<file path="src/rtl/cpu_pkg.sv">
// cpu_pkg: shared types and constants for the basic CPU (sequencer, counter,
// ALU, memory).
//   opcode_t : 3-bit instruction opcode
//   phase_t  : 3-bit sequencer phase, INST_ADDR=0 .. STORE=7
//   PHASES   : number of sequencer phases
package cpu_pkg;

   localparam int unsigned PHASES = 8;

   typedef enum logic [2:0] {
      OP_HLT = 3'd0,
      OP_SKZ = 3'd1,
      OP_ADD = 3'd2,
      OP_AND = 3'd3,
      OP_XOR = 3'd4,
      OP_LDA = 3'd5,
      OP_STO = 3'd6,
      OP_JMP = 3'd7
   } opcode_t;

   typedef enum logic [2:0] {
      INST_ADDR  = 3'd0,
      INST_FETCH = 3'd1,
      INST_LOAD  = 3'd2,
      IDLE       = 3'd3,
      OP_ADDR    = 3'd4,
      OP_FETCH   = 3'd5,
      ALU_OP     = 3'd6,
      STORE      = 3'd7
   } phase_t;

   // Opcodes that read an operand from memory into the accumulator.
   function automatic logic is_aluop(input opcode_t op);
      return (op == OP_ADD) || (op == OP_AND) || (op == OP_XOR) || (op == OP_LDA);
   endfunction

endpackage

</file>
<file path="src/rtl/control_phase_seq.sv">
// phase_seq: 3-bit sequencer phase register.
//   clk_i    : rising-edge clock
//   rst_i    : asynchronous active-high reset, phase -> INST_ADDR
//   en_i     : advance enable
//   freeze_i : hold the phase regardless of en_i (halt)
//   phase_o  : registered phase (cpu_pkg::phase_t encoding)
module phase_seq
   import cpu_pkg::*;
(
   input  logic       clk_i,
   input  logic       rst_i,
   input  logic       en_i,
   input  logic       freeze_i,
   output logic [2:0] phase_o
);

   phase_t phase_q, phase_d;

   // STORE + 1 wraps naturally to INST_ADDR in 3 bits.
   always_comb begin
      phase_d = phase_q;
      if (en_i && !freeze_i)
         phase_d = phase_t'(phase_q + 3'd1);
   end

   always_ff @(posedge clk_i or posedge rst_i) begin
      if (rst_i)
         phase_q <= INST_ADDR;
      else
         phase_q <= phase_d;
   end

   assign phase_o = phase_q;

endmodule

</file>
<file path="config.mk">
export PLATFORM = sky130hd
export DESIGN_NAME = phase_seq
export DESIGN_NICKNAME = d
export VERILOG_FILES = /design/src/rtl/cpu_pkg.sv /design/src/rtl/control_phase_seq.sv
export SDC_FILE = /design/constraint.sdc
export NUM_CORES = 1
export LEC_CHECK = 0
export ABC_CLOCK_PERIOD_IN_PS = 1600
export BUFFER_PORTS_ARGS = -buffer_cell sky130_fd_sc_hd__buf_4
export CORE_AREA = 2 2 39 41
export DETAILED_ROUTE_END_ITERATION = 6
export DIE_AREA = 0 0 41 43
export GPL_TIMING_DRIVEN = 0
export REMOVE_ABC_BUFFERS = 1
export SLEW_MARGIN = 20
export SYNTH_ARGS = -nofsm -noshare
export SYNTH_HDL_FRONTEND = slang
export SYNTH_SLANG_ARGS = --single-unit
</file>
<file path="constraint.sdc">
create_clock -name clk_i -period 1.6 [get_ports clk_i]
set_clock_uncertainty 0.1 [all_clocks]
set_input_delay 0 -clock clk_i [delete_from_list [all_inputs] [get_ports clk_i]]
set_output_delay 0 -clock clk_i [all_outputs]
set_load 0.05 [all_outputs]
</file>
# Word-level counts from Yosys, hierarchy flattened
# Cells that the tools add are included.
# totals
register_bits	3
in_bits	4
wordCells	4
# op_classes
add_sub_neg	1
reduce_logical	2
# ops
op	n
$add A3 B1 Y3 const B	1
$logic_and A1 B1 Y1	1
$logic_not A1 Y1	1

# Longest topological paths before layout
# logic_depth
ltp_word	2
ltp_mapped	3
depth_no_buf	3

# Worst setup path after synthesis
# OpenSTA, ideal clock, no wires.
# synth_path
path_type	register -> register
from	register phase_q[0], in the netlist phase_o[0]
to	register phase_q[1], in the netlist phase_o[1]
setup_time_ps	125
t_arrival_ps	1204
slack_ps	171
path_stages_with_launch	3
n_path_buf	0
period_less_slack_ps	1429
cell_sequence	dfrtp_1 ha_1 mux2_4
# synth_between
elab_chain_len	1
# synth_lines
item	line	rtl
start, declared	control_phase_seq.sv:17	phase_t phase_q, phase_d;
start signal, assigned	control_phase_seq.sv:30	phase_q <= phase_d;
$add A3 B1 Y3	control_phase_seq.sv:23	phase_d = phase_t'(phase_q + 3'd1);
# No other way between the ends.
# A chain may end at the register's enable or synchronous reset.

# Worst setup path after layout
# layout_path
from	register phase_q[0], in the netlist phase_o[0]
to	register phase_q[2], in the netlist phase_o[2]
# The elaborated chain is that of the path after synthesis.

==> flow_summary.json <==
{
  "crit_chain": "ha_1 -> nand3b_1 -> dlygate4sd3_1 -> xnor2_1",
  "p_leak_uw": 0.000130,
  "rsz0062_at_grt": "no",
  "core_area_mm2": 0.00138,
  "critical_path_required_ps": 1650,
  "clock_path_buffers": 2,
  "critical_path.max_fanout": 3,
  "cap_viol_max_count": 0,
  "antenna_cells": 0,
  "comb_power_share": 0.513,
  "hp-class": "primary input to asynchronous set/reset pin",
  "tightest_slew_ps": 136,
  "p_sw_uw": 252,
  "synth-xor-area-share": 0.121,
  "synth_top_family_by_area": "simple AND/OR/NAND/NOR gates",
  "fin_crit_sh": 0.950,
  "htreeDepth": 1,
  "fp.dieH_um": 43,
  "critPathMaxStageDelay_ps": 560,
  "placedCellCount": 32,
  "cts-resized-gates": 0,
  "slew_headroom": 0.910,
  "synth.distinct_cells": 7,
  "path_class": "flop to flop",
  "grt_max_degree": 4,
  "yosys.area_share.simple": 0.147,
  "status": "finished clean",
  "whs_ps": 96.5,
  "grt_pass1_vias": 111,
  "clk_latency_ps": 230,
  "irDropWorstVdd_mv": 0.266,
  "path_delay_family": "buffers and inverters",
  "ys_seq_elements": 3,
  "synthesis.instances": 10,
  "io_buffers": 6,
  "grt_util_all_layers": 0.0461,
  "critPathSlowestCell": "dlygate4sd3_1",
  "clock.fmax_mhz": 658,
  "rows": 14,
  "synth_mux_area_frac": 0.103,
  "arrival_ps": 1580,
  "yosysWarnings": 0,
  "hold_buffers": 4,
  "regToRegStartpoint": "phase_o[0]",
  "cts_setup_buffers": 0,
  "syn_area_per_cell_um2": 14.5,
  "dr.pass1.iters": 1,
  "die_area_mm2": 0.00176,
  "antenna_found_initial": 0,
  "synth_fa_ha_area_frac": 0.0862,
  "start_util": 0.105,
  "r2r_setup_slack_ps": 80,
  "finish.net_count": 30,
  "grt_pass1_wl_um": 393,
  "clk_pin_slew_worst_paths_ps": 40,
  "p_sw_frac": 0.436,
  "clockPowerShare": 0.227,
  "final_util": 0.200,
  "die_w_um": 41,
  "crit_cells": 4,
  "num_vias": 127,
  "place.gp.congestion": 0.613,
  "grt_overflow": 0,
  "critPathCaptureType": "flop",
  "drive_above_1_share": 0.458,
  "hold_viol_final": 0,
  "synth_compound_area_frac": 0,
  "numCtsBuffers": 3,
  "routedWlPerCell_um": 7.25,
  "wl_um": 290,
  "p_int_uw": 326,
  "start_kind": "flop",
  "startpoint": "phase_o[0]",
  "largest_reg_flops": 3,
  "drc": 0,
  "vias_per_cell": 3.18,
  "finalSetupTns_ps": 0,
  "final_cells": 40,
  "reg2reg_to": "phase_o[2]",
  "io_pins": 7,
  "rr_worst_depth": 4,
  "drtIter0Drc": 0,
  "drv_slew": 0,
  "area_growth_pct": 90.5,
  "syn_area_um2": 145,
  "yosysSeqAreaShare": 0.517,
  "cts_root_buf": "clkbuf_4",
  "ant_nets": 0,
  "min_period_ps": 1520,
  "clock_sinks": 3,
  "cts_tree": "built",
  "seq_power_share": 0.261,
  "critPathCapture": "phase_o[2]",
  "cp.buffers_inverters": 1,
  "final-setup-viol-count": 0,
  "pwr_density_cell_mw_per_mm2": 2090
}
[power by group through the flow]
stage / Combinational, µW / Clock [µW] / Sequential, µW
2_1_floorplan: 70.1 / 0 / 284
3_3_place_gp: 287 / 0 / 150
3_5_place_dp: 289 / 0 / 152
4_1_cts: 300 / 140 / 151
5_1_grt: 316 / 142 / 156
6_report: 296 / 131 / 151
[cell type report]
class,instances,area [µm²]
Timing Repair Buffer,10,85.1
Fill cell,157,1110
Clock buffer,4,26.3
Multi-Input combinational cell,6,66.3
Inverter,1,3.75
Sequential cell,3,75.1
Tap cell,16,20.0
[logic make-up (layout without fill, tap and decap cells)]
| kind of cell | count (synthesis) | count (layout) |
|---|---|---|
| muxes | 1 | 1 |
| xor gates and xnor gates | 2 | 2 |
| buffers and inverters | 1 | 15 |
| DFF | 3 | 3 |
| adders and majority gates | 1 | 1 |
| and+or+nand+nor | 2 | 2 |
[synth_stat cells]
cell type,number,area share
xnor2_1,2,0.12
ha_1,1,0.086
mux2_4,1,0.10
nand2b_4,1,0.095
dfrtp_1,3,0.52
nand3b_1,1,0.052
inv_1,1,0.026
[layout by cell type (no fill, tap or decap)]
master and count:
ha_1 1, inv_1 1, dfrtp_1 3, nand3b_1 1, xnor2_1 2, mux2_4 1
nand2b_4 1, dlygate4sd3_1 4, clkbuf_4 3, buf_4 6, clkbuf_1 1
[per-stage QoR]
step / power, µW / worst slack, ps / instance area (µm²)
final: 578 / 79.9 / 277
after global routing: 614 / 38.2 / 277
after CTS: 591 / 73.9 / 277
after detailed placement: 441 / 425 / 210
after global placement: 437 / 436 / 210
after floorplan: 354 / 171 / 145
[per-layer routing]
metal  vias up  routed length, µm  share of wire  track usage
met5         -                  0              0            0
met2         9                113           0.39       0.0438
li1         59                  -              -            -
met3         4                 44           0.15       0.0471
met1        55                110           0.38       0.0256
met4         0                 21          0.072        0.100
[worst min-delay path by stage]
stage,from,endpoint
finish,rst_i,phase_o[1]
global route,rst_i,phase_o[1]
CTS,rst_i,phase_o[1]
detailed placement,rst_i,phase_o[2]
global placement,rst_i,phase_o[2]
floorplan,rst_i,phase_o[0]
[tightest hold or removal path: cells and delay by family]
family / cells / cell delay [ps]
buffers and inverters: 3 / 770
(Power assumes the default switching activity.)
